==> config.mk <==
export PLATFORM = sky130hd
export DESIGN_NAME = eq_kernel_sequencer
export DESIGN_NICKNAME = d
export VERILOG_FILES = /design/src/rtl/eq_seq_pkg.sv /design/src/rtl/eq_stall_watchdog.sv /design/src/rtl/eq_kernel_sequencer.sv
export SDC_FILE = /design/constraint.sdc
export NUM_CORES = 1
export LEC_CHECK = 0
export CAP_MARGIN = 10
export CORE_ASPECT_RATIO = 2
export CORE_MARGIN = 3
export CORE_UTILIZATION = 45
export CTS_CLUSTER_SIZE = 25
export DETAILED_ROUTE_END_ITERATION = 7
export GPL_TIMING_DRIVEN = 0
export PLACE_DENSITY_LB_ADDON = 0.08
export SETUP_SLACK_MARGIN = 0.02
export SLEW_MARGIN = 5
export SYNTH_ARGS = -nofsm -noshare
export SYNTH_HDL_FRONTEND = slang
export SYNTH_SLANG_ARGS = --single-unit
==> constraint.sdc <==
create_clock -name ap_clk -period 5.39 [get_ports ap_clk]
set_input_delay 1.078 -clock ap_clk [delete_from_list [all_inputs] [get_ports ap_clk]]
set_output_delay 1.078 -clock ap_clk [all_outputs]
set_load 0.005 [all_outputs]
==> src/rtl/eq_seq_pkg.sv <==
// eq_seq_pkg
//   Shared types and constants for the EQ kernel sequencer.
//   - seq_state_e : sequencer FSM states
//   - STALL_IN / STALL_OUT : bit positions inside stall_src
//   - DEF_* : default parameter values for the sequencer and its watchdog
package eq_seq_pkg;

   typedef enum logic [2:0] {
      IDLE  = 3'd0,
      START = 3'd1,
      RUN   = 3'd2,
      STALL = 3'd3,
      GAP   = 3'd4,
      DONE  = 3'd5
   } seq_state_e;

   localparam int STALL_IN  = 0;
   localparam int STALL_OUT = 1;

   localparam int DEF_FRAME_LEN   = 256;
   localparam int DEF_WDOG_CYCLES = 4096;
   localparam int DEF_CNT_W       = 16;

endpackage

==> src/rtl/eq_stall_watchdog.sv <==
// eq_stall_watchdog
//   Detects stream beats on the snooped kernel streams and times out when
//   neither stream moves for WDOG_CYCLES consecutive armed cycles.
// Ports:
//   ap_clk, ap_rst_n            clock, asynchronous active-low reset
//   in_tvalid_i, in_tready_i    snoop of kernel input stream
//   out_tvalid_i, out_tready_i  snoop of kernel output stream
//   arm_i                       count only while armed; counter held at 0 otherwise
//   clear_i                     restart the timeout count
//   beat_o                      a beat on either stream this cycle
//   expire_o                    timeout reached this cycle (armed, no beat)
//   src_o                       stall cause seen this cycle, bit STALL_IN / STALL_OUT
module eq_stall_watchdog
   import eq_seq_pkg::*;
#(
   parameter int WDOG_CYCLES = DEF_WDOG_CYCLES
) (
   input  logic       ap_clk,
   input  logic       ap_rst_n,
   input  logic       in_tvalid_i,
   input  logic       in_tready_i,
   input  logic       out_tvalid_i,
   input  logic       out_tready_i,
   input  logic       arm_i,
   input  logic       clear_i,
   output logic       beat_o,
   output logic       expire_o,
   output logic [1:0] src_o
);

   localparam int              WD_W    = (WDOG_CYCLES > 2) ? $clog2(WDOG_CYCLES) : 1;
   localparam logic [WD_W-1:0] WD_LAST = WD_W'(WDOG_CYCLES - 1);

   logic [WD_W-1:0] wd_cnt_q, wd_cnt_d;

   always_comb begin
      beat_o = (in_tvalid_i & in_tready_i) | (out_tvalid_i & out_tready_i);

      // The counter holds the number of idle cycles already seen, so the
      // cycle that finds it at WD_LAST is the WDOG_CYCLES-th idle cycle.
      expire_o = arm_i & ~beat_o & (wd_cnt_q == WD_LAST);

      src_o            = '0;
      src_o[STALL_IN]  = in_tready_i & ~in_tvalid_i;
      src_o[STALL_OUT] = out_tvalid_i & ~out_tready_i;

      wd_cnt_d = wd_cnt_q;
      if (!arm_i || clear_i || beat_o) begin
         wd_cnt_d = '0;
      end else if (wd_cnt_q != WD_LAST) begin
         wd_cnt_d = wd_cnt_q + 1'b1;
      end
   end

   always_ff @(posedge ap_clk or negedge ap_rst_n) begin
      if (!ap_rst_n) begin
         wd_cnt_q <= '0;
      end else begin
         wd_cnt_q <= wd_cnt_d;
      end
   end

endmodule

==> src/rtl/eq_kernel_sequencer.sv <==
// eq_kernel_sequencer
//   Drives the EQ HLS kernel frame by frame over its ap_ctrl_hs handshake,
//   snoops both AXI-Stream interfaces for beat counting and stall detection,
//   and opens a one-cycle coefficient-update window between frames.
// Ports:
//   ap_clk, ap_rst_n          clock, asynchronous active-low reset
//   cfg_enable                run request (level)
//   cfg_frames                frames to run, 0 = continuous (sampled when leaving IDLE)
//   sw_clear                  clears sticky status (a same-cycle set wins)
//   k_ap_start                registered kernel start, high only in START
//   k_ap_ready/done/idle      kernel handshake status
//   in_*/out_* tvalid/tready  stream snoops (observed only)
//   busy                      sequencer not IDLE
//   frame_cnt                 frames completed since the last start from IDLE
//   coef_win                  one-cycle coefficient window (GAP)
//   done_pulse                one-cycle pulse when the programmed count is reached
//   stall_flag, stall_src     sticky watchdog status and cause
//   len_err                   sticky frame length mismatch
module eq_kernel_sequencer
   import eq_seq_pkg::*;
#(
   parameter int FRAME_LEN   = DEF_FRAME_LEN,
   parameter int CNT_W       = DEF_CNT_W,
   parameter int WDOG_CYCLES = DEF_WDOG_CYCLES
) (
   input  logic             ap_clk,
   input  logic             ap_rst_n,
   input  logic             cfg_enable,
   input  logic [CNT_W-1:0] cfg_frames,
   input  logic             sw_clear,
   output logic             k_ap_start,
   input  logic             k_ap_ready,
   input  logic             k_ap_done,
   input  logic             k_ap_idle,
   input  logic             in_tvalid,
   input  logic             in_tready,
   input  logic             out_tvalid,
   input  logic             out_tready,
   output logic             busy,
   output logic [CNT_W-1:0] frame_cnt,
   output logic             coef_win,
   output logic             done_pulse,
   output logic             stall_flag,
   output logic [1:0]       stall_src,
   output logic             len_err
);

   localparam logic [CNT_W-1:0] FRAME_LEN_C = CNT_W'(FRAME_LEN);

   function automatic logic [CNT_W-1:0] sat_inc(input logic [CNT_W-1:0] c, input logic en);
      return (en && (c != '1)) ? c + 1'b1 : c;
   endfunction

   seq_state_e       state_q, state_d;
   logic [CNT_W-1:0] frame_cnt_q, frame_cnt_d;
   logic [CNT_W-1:0] frames_q, frames_d;
   logic [CNT_W-1:0] in_cnt_q, in_cnt_d;
   logic [CNT_W-1:0] out_cnt_q, out_cnt_d;
   logic             stall_flag_q, stall_flag_d;
   logic [1:0]       stall_src_q, stall_src_d;
   logic             len_err_q, len_err_d;
   logic             k_ap_start_q, k_ap_start_d;
   logic             coef_win_q, coef_win_d;
   logic             done_pulse_q, done_pulse_d;

   logic             in_beat, out_beat;
   logic             wd_arm, wd_clear, wd_expire, any_beat;
   logic [1:0]       wd_src;
   logic             len_chk;

   assign in_beat  = in_tvalid & in_tready;
   assign out_beat = out_tvalid & out_tready;
   assign wd_arm   = (state_q == RUN);

   eq_stall_watchdog #(
      .WDOG_CYCLES (WDOG_CYCLES)
   ) u_wdog (
      .ap_clk       (ap_clk),
      .ap_rst_n     (ap_rst_n),
      .in_tvalid_i  (in_tvalid),
      .in_tready_i  (in_tready),
      .out_tvalid_i (out_tvalid),
      .out_tready_i (out_tready),
      .arm_i        (wd_arm),
      .clear_i      (wd_clear),
      .beat_o       (any_beat),
      .expire_o     (wd_expire),
      .src_o        (wd_src)
   );

   always_comb begin
      state_d      = state_q;
      frame_cnt_d  = frame_cnt_q;
      frames_d     = frames_q;
      in_cnt_d     = sat_inc(in_cnt_q, in_beat);
      out_cnt_d    = sat_inc(out_cnt_q, out_beat);
      stall_flag_d = stall_flag_q & ~sw_clear;
      stall_src_d  = stall_src_q & {2{~sw_clear}};
      len_err_d    = len_err_q & ~sw_clear;
      wd_clear     = 1'b0;
      len_chk      = 1'b0;

      case (state_q)
         IDLE: begin
            if (cfg_enable && k_ap_idle) begin
               state_d     = START;
               frame_cnt_d = '0;
               frames_d    = cfg_frames;
            end
         end
         START: begin
            if (k_ap_ready) begin
               in_cnt_d  = '0;
               out_cnt_d = '0;
               wd_clear  = 1'b1;
               state_d   = k_ap_done ? GAP : RUN;
            end
         end
         RUN: begin
            // Completion takes priority over a timeout in the same cycle.
            if (k_ap_done) begin
               state_d = GAP;
               len_chk = 1'b1;
            end else if (wd_expire) begin
               state_d      = STALL;
               stall_flag_d = 1'b1;
               stall_src_d  = stall_src_d | wd_src;
            end
         end
         STALL: begin
            if (k_ap_done) begin
               state_d = GAP;
               len_chk = 1'b1;
            end else if (any_beat) begin
               state_d = RUN;
            end
         end
         GAP: begin
            frame_cnt_d = frame_cnt_q + 1'b1;
            if ((frames_q != '0) && (CNT_W'(frame_cnt_q + 1'b1) == frames_q)) begin
               state_d = DONE;
            end else if (!cfg_enable) begin
               state_d = IDLE;
            end else begin
               state_d = START;
            end
         end
         DONE: begin
            state_d = IDLE;
         end
         default: begin
            state_d = IDLE;
         end
      endcase

      // The _d counts already include a beat landing in the done cycle.
      if (len_chk && ((in_cnt_d != FRAME_LEN_C) || (out_cnt_d != FRAME_LEN_C))) begin
         len_err_d = 1'b1;
      end

      k_ap_start_d = (state_d == START);
      coef_win_d   = (state_d == GAP);
      done_pulse_d = (state_d == DONE);
   end

   always_ff @(posedge ap_clk or negedge ap_rst_n) begin
      if (!ap_rst_n) begin
         state_q      <= IDLE;
         frame_cnt_q  <= '0;
         frames_q     <= '0;
         in_cnt_q     <= '0;
         out_cnt_q    <= '0;
         stall_flag_q <= 1'b0;
         stall_src_q  <= '0;
         len_err_q    <= 1'b0;
         k_ap_start_q <= 1'b0;
         coef_win_q   <= 1'b0;
         done_pulse_q <= 1'b0;
      end else begin
         state_q      <= state_d;
         frame_cnt_q  <= frame_cnt_d;
         frames_q     <= frames_d;
         in_cnt_q     <= in_cnt_d;
         out_cnt_q    <= out_cnt_d;
         stall_flag_q <= stall_flag_d;
         stall_src_q  <= stall_src_d;
         len_err_q    <= len_err_d;
         k_ap_start_q <= k_ap_start_d;
         coef_win_q   <= coef_win_d;
         done_pulse_q <= done_pulse_d;
      end
   end

   assign busy       = (state_q != IDLE);
   assign frame_cnt  = frame_cnt_q;
   assign k_ap_start = k_ap_start_q;
   assign coef_win   = coef_win_q;
   assign done_pulse = done_pulse_q;
   assign stall_flag = stall_flag_q;
   assign stall_src  = stall_src_q;
   assign len_err    = len_err_q;

endmodule

# After elaboration in Yosys (flattened, before gate mapping)
# Cells that the tools add are included.
# word_totals
register_bits,86
latch_bits,0
ramBits,0
mem_bits_ro,0
in_bits,27
output_inout_bits,24
word_cells,94
memories,0
# op_classes
addsub,4
mul,0
n_div,0
n_lt_le_gt_ge,0
n_eq_ne,15
shifts,0
muxes,31
bitwise_logic,15
n_reduce_logical,17
# ops
cell,n
$mux W16,7
$add A16 B1 Y16 const B,3
$ne A16 B16 Y1 const B,2
$ne A16 B9 Y1 const B,2
$pmux W16 S2,1
$mux W12,2
$mux W3,8
$eq A16 B16 Y1,1
$reduce_bool A16 Y1,1
$pmux W3 S5,1
$add A12 B1 Y12 const B,1
$eq A12 B12 Y1 const B,1
$ne A12 B12 Y1 const B,1
$eq A3 B3 Y1 const B,3
$mux W1,9
$and A1 B1 Y1,8
$eq A3 B1 Y1 const B,2
$eq A3 B2 Y1 const B,2
$mux W2,3
$logic_and A1 B1 Y1,5
$not A1 Y1,4
$reduce_and A2 Y1,2
$reduce_bool A2 Y1,2
$logic_not A3 Y1,1
8 further kinds,10

# Longest topological paths before layout
# Gate-level depths: netlist (run 1).
# depth
word_depth,9
mapped_depth,9

# By module
# A second synthesis (run 1) with hierarchy kept.
# unflattened
hier_cells,567
hier_area_um2,5281.3
# by_module_without_submodules
module,instances,cells_per_inst,area_per_inst_um2,seq_area_each_um2
eq_kernel_sequencer,1,486,4454.3,1851.8
eq_stall_watchdog,1,81,827.0,300.3

# Worst setup path before layout (run 1)
# No wires, ideal clock.
# synth_timing
path_kind,input port to flip-flop
from,in in_tvalid
to,reg len_err_q (netlist: len_err)
setup_time_ns,0.136
arrival_time_ns,2.669
path_slack_ns,2.586
path_stages,7
n_path_buf,0
cell_sequence,nand2_1 -> or4_1 -> nor2_2 -> xor2_1 -> a2111o_1 -> nor4_1 -> a31oi_1
# synth_between
elab_chain_cells,9
# synth_lines
element,line,rtl
from (decl),eq_kernel_sequencer.sv:35,"input logic in_tvalid,"
$and A1 B1 Y1 (*),eq_kernel_sequencer.sv:71,assign in_beat = in_tvalid & in_tready;
$logic_and A1 B1 Y1 (*),eq_kernel_sequencer.sv:51,return (en && (c != '1)) ? c + 1'b1 : c;
$mux W16 (*),eq_kernel_sequencer.sv:51,
$mux W16,eq_kernel_sequencer.sv:112,if (k_ap_ready) begin
$mux W16 (*),eq_kernel_sequencer.sv:103,case (state_q)
$ne A16 B9 Y1 (*),eq_kernel_sequencer.sv:157,if (len_chk && ((in_cnt_d != FRAME_LEN_C) || (out_cnt_d != FRAME_LEN_C))) begin
$logic_or A1 B1 Y1 (*),eq_kernel_sequencer.sv:157,
$logic_and A1 B1 Y1 (*),eq_kernel_sequencer.sv:157,
$mux W1 (*),eq_kernel_sequencer.sv:157,
net len_err_d,eq_kernel_sequencer.sv:61,"logic len_err_q, len_err_d;"
to (signal assigned),eq_kernel_sequencer.sv:187,len_err_q <= len_err_d;
to (decl),eq_kernel_sequencer.sv:61,
# Mark *: on every way through the listed nets, which the timed path passes. The rest lies on a longest branch.
# A chain may end at the register's enable or synchronous reset.

# Final worst setup path (run 1)
# layout_timing
from,in k_ap_ready
to,reg len_err_q (netlist: len_err)
# layout_between
elab_chain_cells,6
elab_cells_between_ends,9
classes_between,eq/ne: 2; mux: 5; reduce/logical: 2
# layout_lines
element,line,rtl
from (decl),eq_kernel_sequencer.sv:32,"input logic k_ap_ready,"
$mux W16,eq_kernel_sequencer.sv:112,
$mux W16,eq_kernel_sequencer.sv:103,
$ne A16 B9 Y1,eq_kernel_sequencer.sv:157,
$logic_or A1 B1 Y1 (*),eq_kernel_sequencer.sv:157,
$logic_and A1 B1 Y1 (*),eq_kernel_sequencer.sv:157,
$mux W1 (*),eq_kernel_sequencer.sv:157,
net len_err_d,eq_kernel_sequencer.sv:61,
# Marked as above.

==> results of run 1 <==
-- routing by layer --
layer | share of wire, % | track usage (%) | vias to the layer above
met1 | 35 | 22.2 | 1954
li1 | - | - | 1972
met3 | 3.0 | 4.20 | 41
met4 | 6.0 | 13.9 | 0
met5 | 0 | 0 | -
met2 | 56 | 41.8 | 101
-- through the flow --
stage	worst slack, ns	std cells	util [%]
3_3_place_gp	-0.0290	697	52.6
4_1_cts	1.64	714	55.7
6_report	1.62	714	55.7
5_1_grt	1.45	714	55.7
3_5_place_dp	1.29	698	52.8
2_1_floorplan	2.59	510	-
-- path summary, 6_finish.rpt --
kind	startpoint	endpoint	slack (ns)	cells past startpoint
max in group asynchronous	ap_rst_n	out_cnt_q[1]$_DFF_PN0_	4.06	2
hold / removal	stall_flag$_DFF_PN0_	stall_flag$_DFF_PN0_	0.53	2
setup / recovery	k_ap_ready	len_err$_DFF_PN0_	1.62	8
min in group asynchronous	ap_rst_n	u_wdog.wd_cnt_q[7]$_DFFE_PN0P_	0.71	1
setup reg to reg	state_q[2]$_DFF_PN0_	len_err$_DFF_PN0_	2.39	8
hold reg to reg	stall_flag$_DFF_PN0_	stall_flag$_DFF_PN0_	0.53	2
-- cells by family (layout without fill, tap and decap cells) --
family          after synthesis  after routing  synth area share [%]
simple gates                231            231                  26.4
flops                        86             86                  44.5
compound gates               83             83                  10.9
xor+xnor                     55             55                  9.96
buf+inv                      30             97                  2.43
mux                          21             21                  4.76
fa+ha+maj                     4              4                  1.03
-- state kept, by name, indices dropped and copies added, names as in the netlist --
signal,cells
coef_win,1
done_pulse,1
frame_cnt,16
frames_q,16
in_cnt_q,16
k_ap_start,1
len_err,1
out_cnt_q,16
stall_flag,1
stall_src,2
state_q,3
u_wdog.wd_cnt_q,12
-- power by group --
| group | internal (µW) | switching [µW] | leakage, µW |
|---|---|---|---|
| Clock | 384 | 254 | 0.000146 |
| Sequential | 753 | 122 | 0.00115 |
| Combinational | 260 | 279 | 0.00108 |
-- area by class of cell --
cell class | instances | area [µm²] | share of cell area [%]
Multi-Input combinational cell | 394 | 2570 | 44.0
Sequential cell | 86 | 2150 | 36.9
Timing Repair Buffer | 51 | 526 | 9.00
Clock buffer | 13 | 260 | 4.46
Tap cell | 137 | 171 | 2.94
Buffer | 17 | 68.8 | 1.18
Inverter | 13 | 48.8 | 0.836
Clock inverter | 3 | 42.5 | 0.729
-- worst min-delay path: stages (launching register included) --
cell and delay, ns:
dfrtp_1 0.37, inv_1 0.05, o21ai_0 0.06
-- cells in the final DEF, fill, tap and decap left out, types with 3 or more instances in the layout --
master,count
nand3_1,20
nor3_1,16
mux2_2,16
inv_1,13
and4_1,6
o31ai_1,6
nand4_2,4
and2_1,9
or4_1,4
clkbuf_16,9
nand2_1,43
clkdlybuf4s50_1,49
nor2b_1,6
or3_1,5
nor2_1,57
and3_1,3
o21ai_0,35
clkbuf_1,14
nor4_1,17
dfrtp_1,86
nand2b_1,3
nand4_1,15
xnor2_1,34
buf_2,4
a31oi_1,3
xor2_1,21
or2_2,6
ha_1,4
mux2i_1,5
a21oi_1,15
==> metrics.txt, run 1 <==
status finished, final reports clean; die area approximately 0.012 mm²; Syn Inst Count 510; wire per inst roughly 18 µm; Finished Cell Area slightly below 0.006 mm²; Starting Density 46.2%; Period Utilization, post-route ~70%; Crit-path slowest cell clkdlybuf4s50_1; # setup viols final 0; Max Cap Viol 0; initial antenna violation count 0; Worst-Margin Slew around 0.8 ns; HP Class flop to flop; Syn Nets 541; warning count from the yosys run 0; DRC viols 0; Synth top area share 44.5%; routability cong. approximately 0.86; number of diodes 0; die width 79.3 µm; crit path DAT ~4.0 ns; vias in the first global route between 4000 and 5000; Core Area approximately 0.010 mm²; Top delay family on crit path buffers and inverters; Area Overhead vs Synth 20.7%; Max FO, Critical Path 10; top post-synthesis cells by area dfrtp_1, xnor2_1, nor2_1, xor2_1, mux2_2; share of layout cells above drive strength 1 about a tenth; crit path buf inv count 4; min Tclk post-route 3.77 ns; Power Dens Cells approximately 350 mW/mm²; first drt pass iteration count 4; Final Hold Violating Endpoints 0; Mapped Area slightly below 0.005 mm²; # hold bufs at CTS 0; Crit path largest cell delay ~0.53 ns; Final Max Tran Viols 0; Clock Pin Slew Worst Setup and Hold Paths around 0.06 ns; sequential fraction of the synthesis area between 40% and 50%; post-CTS setup buffers 0; routed vias a little over 4000; final hold slack approximately 0.53 ns; crit end category flop; Crit Path Class input pin to flop; Num Clock Sinks 86; Yosys reg bits between 80 and 90; post-cts sizing count 0; Worst VDD drop roughly 230 µV; Setup Skew about 0.0093 ns; boundary pin count ~50; Die Y about 150 µm; Critical Path Most Common Cell clkbuf_1; TritonCTS buffer count 9; row cnt 53; Async S/R FF share, synth 100%; Synth top cells by count dfrtp_1, nor2_1, nand2_1, o21ai_0, xnor2_1; root buffer cell clkbuf_16; most common cell in the netlist dfrtp_1; Post-synth top flop dfrtp_1; DRT iter0 DRCs 244; Total GRT Usage between 20% and 30%; Final nets about 600; TritonCTS clock tree done; htree depth 3; post-route ant nets 0; post-synth top area cell dfrtp_1; setup TNS 0 ns; total grt overflow 0; RSZ-0062 raised after global routing no; crit start category input pin; DPL Wire Length about 10000 µm; Leak ~0.0024 µW; post-synth cell types between 50 and 60; Via density 5.70; largest net degree at the start of global routing 52; clk buf depth 2; cell area after placement ~0.0055 mm²; EDFF count, synth 0; drt total wl between 10000 and 15000 µm; Cell Chain, Critical Path clkdlybuf4s50_1 -> nor4bb_1 -> clkbuf_1 -> clkbuf_1 -> clkbuf_1 -> o22ai_1 -> nor4_1 -> a31oi_1; Clk Latency, worst-skew pair around 0.35 ns; fillers about 1000; port bufs 50; overall power a little over 2000 µW; max_slew headroom a little under half; Max Freq roughly 270 MHz; Req. time, crit path between 5 and 6 ns; syn_area_per_cell 9.48 µm²; global-route wire length before repair approximately 21000 µm
(Power assumes the default switching activity.)
==> run 2, diff against run 1 <==
clock period = 3.07 ns   (was 5.39 ns; I/O delays follow)
==> run 2 against run 1 <==
Net effect: clock-buffer cell count unchanged; register-to-register slack worse by 2.2 ns; wire length up 0.14%; combinational power up 76%; sequential power up 75%; first-iteration DRC count down 15%; worst hold slack worse by 0.28 ns.
==> metrics.txt, run 2 (synthesis results as in run 1) <==
status finished, final reports clean (unchanged); die area 0.0121 mm² (unchanged); Die Y 153 µm (unchanged); Final Hold Violating Endpoints 0 (unchanged); min Tclk post-route a little under 3 ns; Final nets 605 (was 603); # setup viols final 0 (unchanged); Setup Skew 0.00796 ns (was 0.00926 ns); Core Area 0.0105 mm² (unchanged); Power Dens Cells 615 mW/mm² (was 352 mW/mm²); largest net degree at the start of global routing 52 (unchanged); DRT iter0 DRCs 207 (was 244); DPL Wire Length 9980 µm (unchanged); Crit Path Class input pin to flop (unchanged); Final Max Tran Viols 0 (unchanged); final hold slack 0.244 ns (was 0.526 ns); post-route ant nets 0 (unchanged); TritonCTS buffer count 9 (unchanged); Max Cap Viol 0 (unchanged); crit start category input pin (unchanged); crit path DAT 3.15 ns (was 3.98 ns); TritonCTS clock tree done (unchanged); Clk Latency, worst-skew pair 0.34 ns (was 0.35 ns); Max FO, Critical Path 3 (was 10); vias in the first global route 4133 (unchanged); HP Class input pin to asynchronous set/reset pin (was flop to flop); clk buf depth 2 (unchanged); Area Overhead vs Synth 21.1% (was 20.7%); port bufs 50 (unchanged); max_slew headroom 46.3% (was 46.1%); boundary pin count 51 (unchanged); total grt overflow 0 (unchanged); overall power 3600 µW (was 2050 µW); first drt pass iteration count 4 (unchanged); Max Freq roughly 350 MHz; Period Utilization, post-route between 90% and 100%; die width 79.3 µm (unchanged); drt total wl 12800 µm (about the same); routed vias 4067 (was 4068); routability cong. 0.858 (unchanged); root buffer cell clkbuf_16 (unchanged); commonest non-fill, non-tap cell in the layout dfrtp_1 (unchanged); Util after Layout 55.9% (was 55.7%); wire per inst 17.9 µm (about the same); global-route wire length before repair 20900 µm (unchanged); share of layout cells above drive strength 1 11.1% (was 10.1%); htree depth 3 (unchanged); Worst VDD drop 402 µV (was 229 µV); Top delay family on crit path simple AND/OR/NAND/NOR gates (was buffers and inverters); Total GRT Usage 22.6% (unchanged); initial antenna violation count 0 (unchanged); Starting Density 46.2% (unchanged); Clock Pin Slew Worst Setup and Hold Paths 0.06 ns (about the same); Worst-Margin Slew 0.800 ns (was 0.803 ns); # hold bufs at CTS 0 (unchanged); Cell Chain, Critical Path clkdlybuf4s50_1 -> nand2_1 -> or4_1 -> nor3b_2 -> nor3_1 -> a311oi_1 -> nor4_1 -> a31oi_1 (was clkdlybuf4s50_1 -> nor4bb_1 -> clkbuf_1 -> clkbuf_1 -> clkbuf_1 -> o22ai_1 -> nor4_1 -> a31oi_1); Req. time, crit path 3.34 ns (was 5.61 ns); DRC viols 0 (unchanged); number of diodes 0 (unchanged); Leak 0.00240 µW (was 0.00238 µW); RSZ-0062 raised after global routing no (unchanged); commonest non-fill, non-tap cells in the layout dfrtp_1, nor2_1, clkdlybuf4s50_1 (unchanged); Crit path largest cell delay 0.65 ns (was 0.53 ns); fillers 998 (was 1004); crit path buf inv count 1 (was 4); crit end category flop (unchanged); row cnt 53 (unchanged); Via density 5.68 (was 5.70); Crit-path slowest cell or4_1 (was clkdlybuf4s50_1); Num Clock Sinks 86 (unchanged); setup TNS 0 ns (unchanged)
## run 2: layout make-up
cell class	instances	area [µm²]	area share (%)
multi-input cells	394	2570	43.8
plain buffers	17	73.8	1.26
repair buffers	53	541	9.23
clock buffers	13	260	4.44
inverters	13	48.8	0.833
well taps	137	171	2.93
clock inverters	3	42.5	0.726
flip-flops and latches	86	2150	36.7
## run 2: stage by stage
stage	setup slack, ns	cell area [µm²]	std cells
global route	0.0728	5860	716
global placement	-1.89	5510	697
detailed placement	-0.570	5530	698
CTS	0.140	5840	714
finish	0.190	5860	716
floorplan	0.682	4840	510
## run 2: layer usage
layer / wire length (µm) / vias to the layer above / track usage [%]
met4: 770 / 0 / 13.9
li1: - / 1974 / -
met2: 7170 / 88 / 41.8
met3: 375 / 41 / 4.20
met5: 0 / - / 0
met1: 4510 / 1964 / 22.2
## run 2: final timing paths
kind / startpoint / end / slack [ns] / cells past startpoint
setup / recovery: in_tvalid / len_err$_DFF_PN0_ / 0.19 / 8
min in group ap_clk: stall_flag$_DFF_PN0_ / stall_flag$_DFF_PN0_ / 0.53 / 2
hold / removal: ap_rst_n / u_wdog.wd_cnt_q[7]$_DFFE_PN0P_ / 0.24 / 1
hold reg to reg: stall_flag$_DFF_PN0_ / stall_flag$_DFF_PN0_ / 0.53 / 2
setup reg to reg: in_cnt_q[0]$_DFF_PN0_ / len_err$_DFF_PN0_ / 0.24 / 8
max in group asynchronous: ap_rst_n / out_cnt_q[1]$_DFF_PN0_ / 2.21 / 2
## run 2: power by group
part / internal (µW) / switching, µW
clock network: 674 / 445
logic: 460 / 491
registers: 1320 / 213
total: 2460 / 1150
## run 2: what timing repair did
item,4_1_cts,5_1_grt
resized for setup,3,2
pin swaps,0,2
setup endpoints to repair,12,1
buffers inserted,0,2
==> run 3, diff against run 2 <==
GPL_TIMING_DRIVEN = not set   (was 0)
==> run 3 against run 2 <==
Net effect: die area did not move; flip-flop and latch count did not move; clock power fell by 6%; clock-buffer cell count fell by 3; maximum frequency rose by 7.1%; via count rose by 3.2%; worst hold slack improved by 0.065 ns; power fell by 1.8%; critical path type is now flop to flop.
==> metrics.txt, run 3 (synthesis results as in run 1) <==
Clock Pin Slew Worst Setup and Hold Paths 0.07 ns (was 0.06 ns); Clk Latency, worst-skew pair 0.34 ns (about the same); vias in the first global route 4239 (was 4133); initial antenna violation count 0 (unchanged); Worst VDD drop 348 µV (was 402 µV); commonest non-fill, non-tap cells in the layout dfrtp_1, nor2_1, clkdlybuf4s50_1 (unchanged); die width 79.3 µm (unchanged); first drt pass iteration count 4 (unchanged); Max Cap Viol 0 (unchanged); row cnt 53 (unchanged); Setup Skew 0.0106 ns (was 0.00796 ns); gr busiest metal met2 (unchanged); share of layout cells above drive strength 1 13.9% (was 11.1%); Worst-Margin Slew 0.955 ns (was 0.800 ns); final hold slack 0.309 ns (was 0.244 ns); total grt overflow 0 (unchanged); R2R setup slack 0.38 ns (was 0.24 ns); routability cong. 0.938 (was 0.858); crit path DAT 2.91 ns (was 3.15 ns); root buffer cell clkbuf_16 (unchanged); Crit path largest cell delay 0.46 ns (was 0.65 ns); number of diodes 0 (unchanged); drt total wl 13200 µm (was 12800 µm); Die Y 153 µm (unchanged); min Tclk post-route 2.69 ns (was 2.88 ns); Final Max Tran Viols 0 (unchanged); clk buf depth 2 (unchanged); largest net degree at the start of global routing 53 (was 52); htree depth 3 (unchanged); Leak 0.00245 µW (was 0.00240 µW); Final nets 610 (was 605); GR Util met3 3.25% (was 4.20%); Crit-path slowest cell or4b_1 (was or4_1); Total GRT Usage 22.8% (was 22.6%); pre-CTS setup slack 0.121 ns (was -0.570 ns); crit start category flop (was input pin); Max Freq 372 MHz (was 347 MHz); status finished, final reports clean (unchanged); Power Dens Cells 596 mW/mm² (was 615 mW/mm²); Cell Chain, Critical Path ha_1 -> nand4_2 -> nor4_4 -> nor2_2 -> mux2i_1 -> or4b_1 -> nor4_1 -> a31oi_1 (was clkdlybuf4s50_1 -> nand2_1 -> or4_1 -> nor3b_2 -> nor3_1 -> a311oi_1 -> nor4_1 -> a31oi_1); RSZ-0062 raised after global routing no (unchanged); Final Hold Violating Endpoints 0 (unchanged); Crit Path Class flop to flop (was input pin to flop); met2 global-route usage 42.6% (was 41.8%); port bufs 50 (unchanged); global-route wire length before repair 21200 µm (was 20900 µm); post-cts sizing count 0 (was 3); Num Clock Sinks 86 (unchanged); Period Utilization, post-route 87.6% (was 93.8%); Finished Cell Area 0.00594 mm² (was 0.00586 mm²); Core Area 0.0105 mm² (unchanged); wire per inst 18.3 µm (was 17.9 µm); routed vias 4196 (was 4067); Area Overhead vs Synth 22.8% (was 21.1%); final worst setup slack 0.381 ns (was 0.190 ns); commonest non-fill, non-tap cell in the layout dfrtp_1 (unchanged); max_slew headroom 36.1% (was 46.3%); HP Class input pin to asynchronous set/reset pin (unchanged); R2R cell count 8 (unchanged); boundary pin count 51 (unchanged); DRT iter0 DRCs 157 (was 207); setup TNS 0 ns (unchanged); DPL Wire Length 10200 µm (was 9980 µm); Starting Density 46.2% (unchanged); post-route ant nets 0 (unchanged); DRC viols 0 (unchanged); cell area after placement 0.00564 mm² (was 0.00553 mm²); met1 Use GR 22.0% (was 22.2%); # setup viols final 0 (unchanged); crit end category flop (unchanged); Req. time, crit path 3.29 ns (was 3.34 ns); TritonCTS buffer count 9 (unchanged); TritonCTS clock tree done (unchanged); die area 0.0121 mm² (unchanged); Max FO, Critical Path 6 (was 3); Via density 5.82 (was 5.68)
## run 3: cell types whose count changed in the layout (fill, tap and decap cells not counted), moves of 2 or more
cell	change
buf_2	-5
buf_4	+22
clkbuf_1	-11
clkbuf_2	-3
clkinv_4	+2
## run 3: repair_timing
action / CTS / global route
setup endpoints to repair: 0 / 1
hold buffers: 0 / 0
buffers inserted: 0 / 2
## run 3: layout make-up
cell class	instances	area, µm²
clock inverter	6	46.3
inverter	13	48.8
timing repair buffer	75	698
fill	1030	4540
multi-input combinational	394	2580
clock buffer	10	239
tap	137	171
sequential	86	2150
## run 3: worst paths after layout
path / from / end
worst max-delay path: out_cnt_q[0]$_DFF_PN0_ / len_err$_DFF_PN0_
worst min-delay path: ap_rst_n / in_cnt_q[7]$_DFF_PN0_
min in group ap_clk: stall_src[0]$_DFF_PN0_ / stall_src[0]$_DFF_PN0_
worst min register to register: stall_src[0]$_DFF_PN0_ / stall_src[0]$_DFF_PN0_
worst max register to register: out_cnt_q[0]$_DFF_PN0_ / len_err$_DFF_PN0_
max in group asynchronous: ap_rst_n / frames_q[1]$_DFFE_PN0P_
## run 3: per-stage QoR
| step | cells | utilization [%] | power (µW) |
|---|---|---|---|
| 2_1_floorplan | 510 | - | 2130 |
| 3_3_place_gp | 703 | 53.8 | 2500 |
| 3_5_place_dp | 703 | 53.8 | 2520 |
| 4_1_cts | 719 | 56.5 | 3580 |
| 5_1_grt | 721 | 56.7 | 3730 |
| 6_report | 721 | 56.7 | 3540 |
## run 3: report_power, final
part / total (µW) / leakage [µW] / switching, µW / internal, µW
registers: 1560 / 0.00115 / 236 / 1320
clock network: 1050 / 0.000135 / 475 / 575
logic: 932 / 0.00116 / 455 / 477
## run 3: routing by layer
metal / wire length, µm / part of all wire, %
met1: 4550 / 34
met2: 7470 / 57
met3: 357 / 2.7
met4: 824 / 6.2
met5: 0 / 0
## run 3: worst max-delay path: cells and delay by family (launching register included)
family                     cells  cell delay [ns]
and+or+nand+nor                5             1.50
DFF                            1             0.45
adders and majority gates      1             0.31
muxes                          1             0.20
AOI/OAI and AO/OA              1             0.11
